## src/rtl/ads1675_rx.sv

```systemverilog
// ============================================================================
// ads1675_rx
// ----------------------------------------------------------------------------
// Capture front end for the ADS1675 serial output. The ADC's sclk, drdy and
// dout arrive asynchronous to aclk. They are oversampled in the aclk domain,
// and each BITS-long MSB-first conversion word is deserialized. The word is
// sign-extended to OUT_W bits and presented on an AXI4-Stream master.
//
// Optional feature macro: ADS1675_RX_TLAST_EN
//   defined   -> a frame counter drives m_axis_tlast every FRAME_LEN transfers
//   undefined -> m_axis_tlast is tied to 0 and no counter is built
//
// Ports
//   aclk           in   only clock
//   areset         in   synchronous active-high reset
//   enable         in   capture enable
//   clr_status     in   one-cycle pulse, clears overflow and frame_err
//   sclk           in   ADC serial clock (asynchronous)
//   drdy           in   ADC data ready, active low (asynchronous)
//   dout           in   ADC serial data (asynchronous)
//   m_axis_tdata   out  sign-extended sample
//   m_axis_tvalid  out  sample valid
//   m_axis_tready  in   downstream ready
//   m_axis_tlast   out  last sample of a frame (feature macro only)
//   overflow       out  sticky: a completed sample was dropped
//   frame_err      out  sticky: drdy fell before a word was complete
//   sample_cnt     out  number of accepted transfers, wraps at 2^32
// ============================================================================
module ads1675_rx #(
    parameter int BITS      = 24,
    parameter int OUT_W     = 32,
    parameter int FRAME_LEN = 300
) (
    input  logic             aclk,
    input  logic             areset,
    input  logic             enable,
    input  logic             clr_status,
    input  logic             sclk,
    input  logic             drdy,
    input  logic             dout,
    output logic [OUT_W-1:0] m_axis_tdata,
    output logic             m_axis_tvalid,
    input  logic             m_axis_tready,
    output logic             m_axis_tlast,
    output logic             overflow,
    output logic             frame_err,
    output logic [31:0]      sample_cnt
);

    localparam int CNT_W = $clog2(BITS);
    localparam logic [CNT_W-1:0] LAST_BIT = CNT_W'(BITS - 1);

    typedef enum logic {
        S_IDLE  = 1'b0,
        S_SHIFT = 1'b1
    } state_t;

    // ------------------------------------------------------------------
    // Two-flop synchronizers: bit 0 = sclk, bit 1 = drdy, bit 2 = dout
    // ------------------------------------------------------------------
    logic [2:0] w_async;
    logic [2:0] w_sync_s2;

    assign w_async = {dout, drdy, sclk};

    generate
        for (genvar gi = 0; gi < 3; gi++) begin : g_sync
            logic r_s1;
            logic r_s2;
            always_ff @(posedge aclk) begin
                if (areset) begin
                    r_s1 <= 1'b0;
                    r_s2 <= 1'b0;
                end else begin
                    r_s1 <= w_async[gi];
                    r_s2 <= r_s1;
                end
            end
            assign w_sync_s2[gi] = r_s2;
        end
    endgenerate

    // History flops for edge detection on sclk and drdy
    logic r_sclk_s3;
    logic r_drdy_s3;

    always_ff @(posedge aclk) begin
        if (areset) begin
            r_sclk_s3 <= 1'b0;
            r_drdy_s3 <= 1'b0;
        end else begin
            r_sclk_s3 <= w_sync_s2[0];
            r_drdy_s3 <= w_sync_s2[1];
        end
    end

    logic w_sclk_rise;
    logic w_drdy_fall;
    logic w_dout_s2;

    assign w_sclk_rise = w_sync_s2[0] & ~r_sclk_s3;
    // drdy syncs reset to 0, so the first rise after reset is not a fall
    assign w_drdy_fall = ~w_sync_s2[1] & r_drdy_s3;
    assign w_dout_s2   = w_sync_s2[2];

    // ------------------------------------------------------------------
    // Deserializer state
    // ------------------------------------------------------------------
    state_t           r_state;
    logic [CNT_W-1:0] r_bitcnt;
    // Only BITS-1 bits are kept: the final bit comes straight from dout_s2
    logic [BITS-2:0]  r_shreg;

    logic [OUT_W-1:0] r_tdata;
    logic             r_tvalid;
    logic             r_overflow;
    logic             r_frame_err;
    logic [31:0]      r_sample_cnt;

    logic [BITS-1:0]  w_word;
    logic             w_in_shift;
    logic             w_done;
    logic             w_ferr_set;
    logic             w_accept;
    logic             w_load;
    logic             w_drop;

    assign w_word     = {r_shreg, w_dout_s2};
    assign w_in_shift = (r_state == S_SHIFT) && enable;
    // drdy_fall takes precedence over a coincident sclk_rise: the frame restarts
    assign w_ferr_set = w_in_shift && w_drdy_fall;
    assign w_done     = w_in_shift && !w_drdy_fall && w_sclk_rise
                        && (r_bitcnt == LAST_BIT);
    assign w_accept   = r_tvalid && m_axis_tready;
    // A word completing in the same cycle as a handshake replaces the old one
    assign w_load     = w_done && (!r_tvalid || m_axis_tready);
    assign w_drop     = w_done && !w_load;

    always_ff @(posedge aclk) begin
        if (areset) begin
            r_state      <= S_IDLE;
            r_bitcnt     <= '0;
            r_shreg      <= '0;
            r_tdata      <= '0;
            r_tvalid     <= 1'b0;
            r_overflow   <= 1'b0;
            r_frame_err  <= 1'b0;
            r_sample_cnt <= '0;
        end else begin
            case (r_state)
                S_IDLE: begin
                    if (w_drdy_fall && enable) begin
                        r_state  <= S_SHIFT;
                        r_bitcnt <= '0;
                        r_shreg  <= '0;
                    end
                end
                S_SHIFT: begin
                    if (!enable) begin
                        // Silent abort; the partial word is discarded
                        r_state  <= S_IDLE;
                        r_bitcnt <= '0;
                    end else if (w_drdy_fall) begin
                        r_bitcnt <= '0;
                        r_shreg  <= '0;
                    end else if (w_sclk_rise) begin
                        r_shreg <= w_word[BITS-2:0];
                        if (r_bitcnt == LAST_BIT) begin
                            r_state  <= S_IDLE;
                            r_bitcnt <= '0;
                        end else begin
                            r_bitcnt <= r_bitcnt + 1'b1;
                        end
                    end
                end
                default: r_state <= S_IDLE;
            endcase

            if (w_load) begin
                r_tdata  <= {{(OUT_W-BITS){w_word[BITS-1]}}, w_word};
                r_tvalid <= 1'b1;
            end else if (w_accept) begin
                r_tvalid <= 1'b0;
            end

            if (w_accept) begin
                r_sample_cnt <= r_sample_cnt + 32'd1;
            end

            // Sets win over a simultaneous clear
            if (w_drop) begin
                r_overflow <= 1'b1;
            end else if (clr_status) begin
                r_overflow <= 1'b0;
            end

            if (w_ferr_set) begin
                r_frame_err <= 1'b1;
            end else if (clr_status) begin
                r_frame_err <= 1'b0;
            end
        end
    end

    assign m_axis_tdata  = r_tdata;
    assign m_axis_tvalid = r_tvalid;
    assign overflow      = r_overflow;
    assign frame_err     = r_frame_err;
    assign sample_cnt    = r_sample_cnt;

    // ------------------------------------------------------------------
    // Optional frame marker
    // ------------------------------------------------------------------
`ifdef ADS1675_RX_TLAST_EN
    localparam int FC_W = (FRAME_LEN > 1) ? $clog2(FRAME_LEN) : 1;
    localparam logic [FC_W-1:0] FC_LAST = FC_W'(FRAME_LEN - 1);

    logic [FC_W-1:0] r_frame_cnt;

    always_ff @(posedge aclk) begin
        if (areset) begin
            r_frame_cnt <= '0;
        end else if (!enable) begin
            r_frame_cnt <= '0;
        end else if (w_accept) begin
            if (r_frame_cnt == FC_LAST) begin
                r_frame_cnt <= '0;
            end else begin
                r_frame_cnt <= r_frame_cnt + 1'b1;
            end
        end
    end

    // Counter indexes the sample currently on the bus; dropped words never
    // reach the bus, so they never advance it
    assign m_axis_tlast = r_tvalid && (r_frame_cnt == FC_LAST);
`else
    logic w_unused_frame_len;
    assign w_unused_frame_len = ^FRAME_LEN;
    assign m_axis_tlast       = 1'b0;
`endif

endmodule

```

## config.mk

```make
export PLATFORM = sky130hd
export DESIGN_NAME = ads1675_rx
export DESIGN_NICKNAME = d
export VERILOG_FILES = /design/src/rtl/ads1675_rx.sv
export SDC_FILE = /design/constraint.sdc
export NUM_CORES = 1
export LEC_CHECK = 0
export CORE_MARGIN = 2
export CORE_UTILIZATION = 46
export DETAILED_ROUTE_END_ITERATION = 16
export PLACE_DENSITY_LB_ADDON = 0.2
export SETUP_SLACK_MARGIN = 0.15
export SLEW_MARGIN = 20
export SYNTH_ARGS = -nofsm -noshare
export SYNTH_HDL_FRONTEND = slang
export SYNTH_SLANG_ARGS = --single-unit
export TNS_END_PERCENT = 1
```

## constraint.sdc

```tcl
create_clock -name aclk -period 1.8 [get_ports aclk]
set_input_delay 0.36 -clock aclk [delete_from_list [all_inputs] [get_ports aclk]]
set_output_delay 0.36 -clock aclk [all_outputs]
set_load 0.03 [all_outputs]
```

==> results of run 1 <==
==> synthesized netlist by cell type, types with 3 or more instances <==
cell type	instances
dfxtp_1	96
nor2_1	64
nand2_1	41
nand3_1	38
a21oi_1	34
mux2i_1	24
xor2_1	18
clkbuf_1	17
nand4_1	14
nor2b_1	10
xnor2_1	10
buf_4	9
inv_1	6
nor3_1	6
or3_1	4
and2_1	3
nand3b_1	3
nor4_1	3
nor4_2	3
o21ai_0	3
==> metrics by stage <==
step                      util [%]  setup WS, ns  std cells
after global routing          61.8       -0.0294        625
after global placement        59.9        -0.274        610
after CTS                     61.6        0.0771        625
final                         61.8        0.0987        625
after detailed placement      59.9        -0.324        610
after floorplan                  -        0.0760        436
==> worst max-delay path, delay by kind of cell, from the launching register on <==
kind / cells / cell delay, ns
buf+inv: 1 / 0.22
simple gates: 4 / 0.61
flops: 1 / 0.38
fa+ha+maj: 1 / 0.16
mux: 1 / 0.22
==> logic make-up (layout without fill, tap and decap cells) <==
| kind of cell | count (synthesis) | in the layout |
|---|---|---|
| multiplexers | 24 | 24 |
| other | 1 | 1 |
| buffers and inverters | 39 | 123 |
| XOR/XNOR | 28 | 28 |
| flip-flops | 96 | 96 |
| adder cells (fa/ha/maj) | 2 | 2 |
| AND/OR/NAND/NOR | 202 | 202 |
| AO/OA/AOI/OAI | 44 | 44 |
==> metal layers <==
layer,routed length [um],vias up,share of wire (%),GRT usage [%]
li1,-,1632,-,-
met1,3870,1516,46,24.5
met2,4090,69,48,31.7
met3,355,12,4.2,3.52
met4,158,0,1.9,8.10
met5,0,-,0,0
==> repair_timing <==
action / CTS / global route
resized for setup: 73 / 33
setup endpoints to repair: 100 / 77
hold buffers: 0 / 0
pin swaps: 7 / 12
endpoints found under the hold margin: 0 / 0
==> how the worst max path moves through the flow <==
| stage | endpoint | slack [ns] | from |
|---|---|---|---|
| finish | m_axis_tdata[15] | 0.1 | r_bitcnt[0] |
| global route | m_axis_tdata[16] | -0.03 | r_bitcnt[0] |
| CTS | sample_cnt[29] | 0.08 | sample_cnt[4] |
| detailed placement | sample_cnt[23] | -0.32 | m_axis_tready |
| global placement | sample_cnt[27] | -0.27 | m_axis_tready |
| floorplan | m_axis_tdata[23] | 0.08 | r_bitcnt[0] |
==> power by group <==
group | internal, uW | leakage (uW) | switching, uW | total (uW)
registers | 2120 | 0.000785 | 3.44 | 2120
logic | 32.0 | 0.00119 | 58.9 | 90.9
clock network | 632 | 0.0000987 | 755 | 1390
total | 2780 | 0.00207 | 817 | 3600
==> registers in the layout, summed over array words and instances, names as in the netlist <==
name / count
sample_cnt: 32
m_axis_tdata: 24
r_shreg: 23
r_bitcnt: 5
g_sync.r_s1: 3
g_sync.r_s2: 3
frame_err: 1
m_axis_tvalid: 1
overflow: 1
r_drdy_s3: 1
r_sclk_s3: 1
r_state: 1
==> area by class of cell <==
class | count | area share, %
clock buffer | 11 | 3.20
clock inverter | 4 | 0.714
inverter | 7 | 0.517
multi-input combinational | 301 | 37.2
sequential | 96 | 38.5
tap | 105 | 2.59
timing repair buffer | 101 | 17.2
==> results.yml, run 1 <==
die:
  start_util_pct: 47.4
  die_area_um2: 9230
  die_w_um: 96.1
  ioPinCount: 76
  num_rows: 33
  coreArea_um2: 8220
  fp.dieH_um: 96.1
power:
  power_density_nw_per_um2: 709
  ir_worst_vdd_mv: 0.382
  finalPower_uw: 3600
  leakage_uw: 0.00207
synthesis:
  synth_top_family_by_area: "simple AND/OR/NAND/NOR gates"
  synthMuxAreaShare_pct: 6.16
  synth_xor_area_share_pct: 6.29
  yosysUniqueCellTypes: 43
  synth_edf_count: 0
  synthAdderAreaFrac_pct: 0.642
  seq_area_frac_synth_pct: 49.3
  syn_avg_cell_area_um2: 8.94
  synth_compound_area_share_pct: 6.26
  synth_area_um2: 3900
  synth_top_area_share_pct: 49.3
  syn_inst: 436
  synthFlopType: "dfxtp_1"
  synthArstFlopShare_pct: 0
  synth_area_leaders: "dfxtp_1 (49%), mux2i_1 (6.2%), nor2_1 (6.2%)"
  synthSimpleGateAreaFrac_pct: 26.2
  synth_seq_cells: 96
  yosys_warnings: 0
  yosys.area.top_type: "dfxtp_1"
  syn_nets: 446
min_path:
  hp-class: "in2reg"
  hold_start: "enable"
  hold_path_depth: 5
  whs_endpoint: "r_bitcnt[1]"
clock_tree:
  h-tree-depth: 3
  root_buffer: "clkbuf_8"
  clk_pin_slew_worst_paths_ns: 0.10
  clk_path_buf_depth: 2
  post-cts-setup-buffers: 0
  cts_sinks: 96
  clkLatencyLatePin_ns: 0.36
  cts_tree: "done"
  cts_buffers: 9
sta:
  rsz0062_at_grt: "yes"
  hold_slack_ns: 0.431
  final-setup-viol-count: 0
  final-hold-violation-count: 0
  fin_worst_skew_ns: 0.0113
  fin_crit_sh_pct: 94.5
  tns_ns: 0
  final_max_slew_viol_count: 0
  finalCriticalPeriod_ns: 1.70
  fmax_mhz: 588
detailed_routing:
  num_vias: 3229
  drt-initial-drc-count: 126
  drc: 0
  routed_wl_um: 8480
  vias_per_cell: 5.17
  first_pass_iters: 5
  wl_per_cell_um: 13.6
  antenna_left: 0
finish:
  diodes: 0
  final_cell_mix: "dfxtp_1 (79), nor2_1 (62), dlygate4sd2_1 (58), nand2_1 (39), nand3_1 (35)"
  area_growth_pct: 30.3
  drive_gt1_share_pct: 17.9
  multi_input_area_um2: 1890
  final_common_cell: "dfxtp_1"
  fill_cells: 724
  ff_latch_area_um2: 1960
  nets: 526
  fin_area_um2: 5080
placed_design:
  place_congestion: 0.734
  placement.cell_area_um2: 4920
  hpwl_um: 5710
  io_buffers: 74
global_route:
  grt_pass1_wl_um: 14100
  grt_overflow: 0
  grt_pass1_vias: 3090
  grt_max_degree: 97
  grt_usage_pct: 19.2
  antenna_found_initial: 0
critical_path:
  arrival_ns: 1.94
  r2r_cells: 7
  required_ns: 2.04
  cp-end-kind: "register"
  slowest_delay_ns: 0.38
  r2r_setup_slack_ns: 0.1
  crit_type: "reg2reg"
  start_kind: "register"
  cp_slowest_cell: "dfxtp_4"
  worstPathCellList: "ha_4 > nand2_4 > nor4b_4 > and4b_1 > buf_12 > mux2i_1 > nor2_1"
  r2r-end: "m_axis_tdata[15]"
  r2r-start: "r_bitcnt[0]"
  crit_fanout: 24
outcome:
  status: "finished clean"
job:
  drv_cap: 0
No activity file was read; power rests on OpenSTA's default activity.
==> run 2: changes to the inputs <==
- ABC_AREA: default -> 1
- CORE_UTILIZATION: 46 -> 47
- TNS_END_PERCENT: 1 -> 5
==> run 2 against run 1 <==
Effect of this change:
- utilization shrank 1.7 points
- critical path type is now reg2out
- clock skew grew 0.0028 ns
- sequential cell count is the same
- critical endpoint is now m_axis_tdata[28]
- largest cell class unchanged
- worst setup slack gained 0.061 ns
==> results.yml, run 2 <==
outcome:
  status: "finished clean"
synthesis:
  synth_top_family_by_area: "simple AND/OR/NAND/NOR gates"
  synth_area_um2: 4190
  synth_edf_count: 0
  synth_xor_area_share_pct: 0.627
  yosys-top-cells-count: "nor2_1 (98), dfxtp_1 (96), nand2_1 (83)"
  syn_inst: 576
  synthAdderAreaFrac_pct: 0.598
  synth_seq_cells: 96
  synthArstFlopShare_pct: 0
  synthFlopType: "dfxtp_1"
  synthMuxAreaShare_pct: 0
  syn_nets: 586
  synth_compound_area_share_pct: 13.2
  yosysUniqueCellTypes: 33
  synth_most_common_cell: "nor2_1"
  synth_top_area_share_pct: 45.9
  synth_area_leaders: "dfxtp_1 (46%), nor2_1 (8.8%), nand2_1 (7.4%)"
  synthSimpleGateAreaFrac_pct: 29.4
  syn_avg_cell_area_um2: 7.27
  yosys_warnings: 0
  yosys.area.top_type: "dfxtp_1"
  seq_area_frac_synth_pct: 45.9
clock_tree:
  clkLatencyLatePin_ns: 0.36
  cts_tree: "done"
  clk_pin_slew_worst_paths_ns: 0.09
  postCtsHoldBufs: 0
  cts_buffers: 9
  cts_sinks: 96
  clk_path_buf_depth: 2
  post-cts-setup-buffers: 0
  h-tree-depth: 3
  root_buffer: "clkbuf_8"
finish:
  largest_reg_flops: 32
  nets: 658
  drive_gt1_share_pct: 10.6
  diodes: 0
  final_cell_mix: "nor2_1 (97), dfxtp_1 (93), nand2_1 (83), dlygate4sd2_1 (64), inv_1 (56)"
  area_growth_pct: 24.6
  fill_cells: 851
  final_common_cell: "nor2_1"
global_route:
  grt_pass1_vias: 3511
  antenna_found_initial: 0
  grt_overflow: 0
  grt_max_degree: 75
  grt_pass1_wl_um: 16100
  grt_usage_pct: 20.0
critical_path:
  path_buf_inv: 1
  cp_slowest_cell: "dfxtp_1"
  worstPathCellList: "dlygate4sd2_1"
  start_kind: "register"
  cp-end-kind: "output port"
  crit_fanout: 10
  required_ns: 1.44
  slowest_delay_ns: 0.48
  crit_type: "reg2out"
  arrival_ns: 1.28
  path_delay_family: "flip-flops"
sta:
  finalCriticalPeriod_ns: 1.64
  rsz0062_at_grt: "yes"
  fin_worst_skew_ns: 0.0141
  final-hold-violation-count: 0
  fmax_mhz: 609
  final-setup-viol-count: 0
  final_max_slew_viol_count: 0
  timing.final.ws_setup_ns: 0.159
  fin_crit_sh_pct: 91.2
die:
  die_area_um2: 9680
  coreArea_um2: 8680
  ioPinCount: 76
  fp.dieH_um: 98.4
  num_rows: 34
  die_w_um: 98.4
  start_util_pct: 48.3
placed_design:
  dp_worst_setup_slack_ns: -0.142
  io_buffers: 74
  hpwl_um: 6530
  place_congestion: 0.830
detailed_routing:
  routed_wl_um: 9590
  num_vias: 3854
  vias_per_cell: 5.06
  antenna_left: 0
  first_pass_iters: 5
  drt-initial-drc-count: 121
  drc: 0
  wl_per_cell_um: 12.6
min_path:
  hp-class: "reg2reg"
power:
  leakage_uw: 0.00249
  ir_worst_vdd_mv: 0.472
  power_density_nw_per_um2: 744
  finalPower_uw: 3880
job:
  drv_cap: 0
[run 2: where the power goes]
part / switching [uW] / internal, uW
Clock: 811 / 810
Sequential: 11.4 / 2140
Combinational: 67.8 / 40.5
[run 2: per-layer routing]
layer	share of wire, %	vias up	global-route usage (%)	routed length [um]
li1	-	1996	-	-
met1	46	1753	27.0	4390
met2	48	91	33.1	4580
met3	4.7	14	3.08	455
met4	1.6	0	6.32	155
met5	0	-	0	0
[run 2: layout make-up]
cell class | instances | area (um^2) | share of cell area [%]
Sequential cell | 96 | 1930 | 36.9
Clock inverter | 6 | 97.6 | 1.87
Multi-Input combinational cell | 387 | 1860 | 35.6
Inverter | 61 | 233 | 4.46
Tap cell | 108 | 135 | 2.59
Timing Repair Buffer | 93 | 841 | 16.1
Clock buffer | 10 | 128 | 2.45
[run 2: path summary, 6_finish.rpt]
check                endpoint             start  slack (ns)  cells past startpoint
max reg2reg    sample_cnt[28]     sample_cnt[1]        0.25                      8
min            g_sync[1].r_s2    g_sync[1].r_s1        0.40                      2
max          m_axis_tdata[28]  m_axis_tdata[23]        0.16                      1
min reg2reg    g_sync[1].r_s2    g_sync[1].r_s1        0.40                      2
[run 2: per-stage QoR]
| step | setup TNS, ns | cells | util, % | instance area, um^2 | hold WS [ns] |
|---|---|---|---|---|---|
| global placement | -1.45 | 745 | 58.2 | 5050 | 0.391 |
| CTS | 0 | 761 | 59.9 | 5200 | 0.411 |
| global route | 0 | 761 | 60.1 | 5220 | 0.433 |
| floorplan | 0 | 576 | - | 4190 | 0.388 |
| detailed placement | -2.56 | 745 | 58.2 | 5050 | 0.400 |
| finish | 0 | 761 | 60.1 | 5220 | 0.405 |
[run 2: kinds of logic (layout without fill, tap and decap cells)]
family                   after synthesis  after routing
adder cells (fa/ha/maj)                2              2
AO/OA/AOI/OAI                        109            109
buffers and inverters                 93            170
AND/OR/NAND/NOR                      272            272
other                                  1              1
XOR/XNOR                               3              3
flip-flops                            96             96
[run 2: timing repair]
item	in CTS	in global routing
pin swaps	0	0
gates resized for setup	70	6
endpoints found under the setup margin	67	51
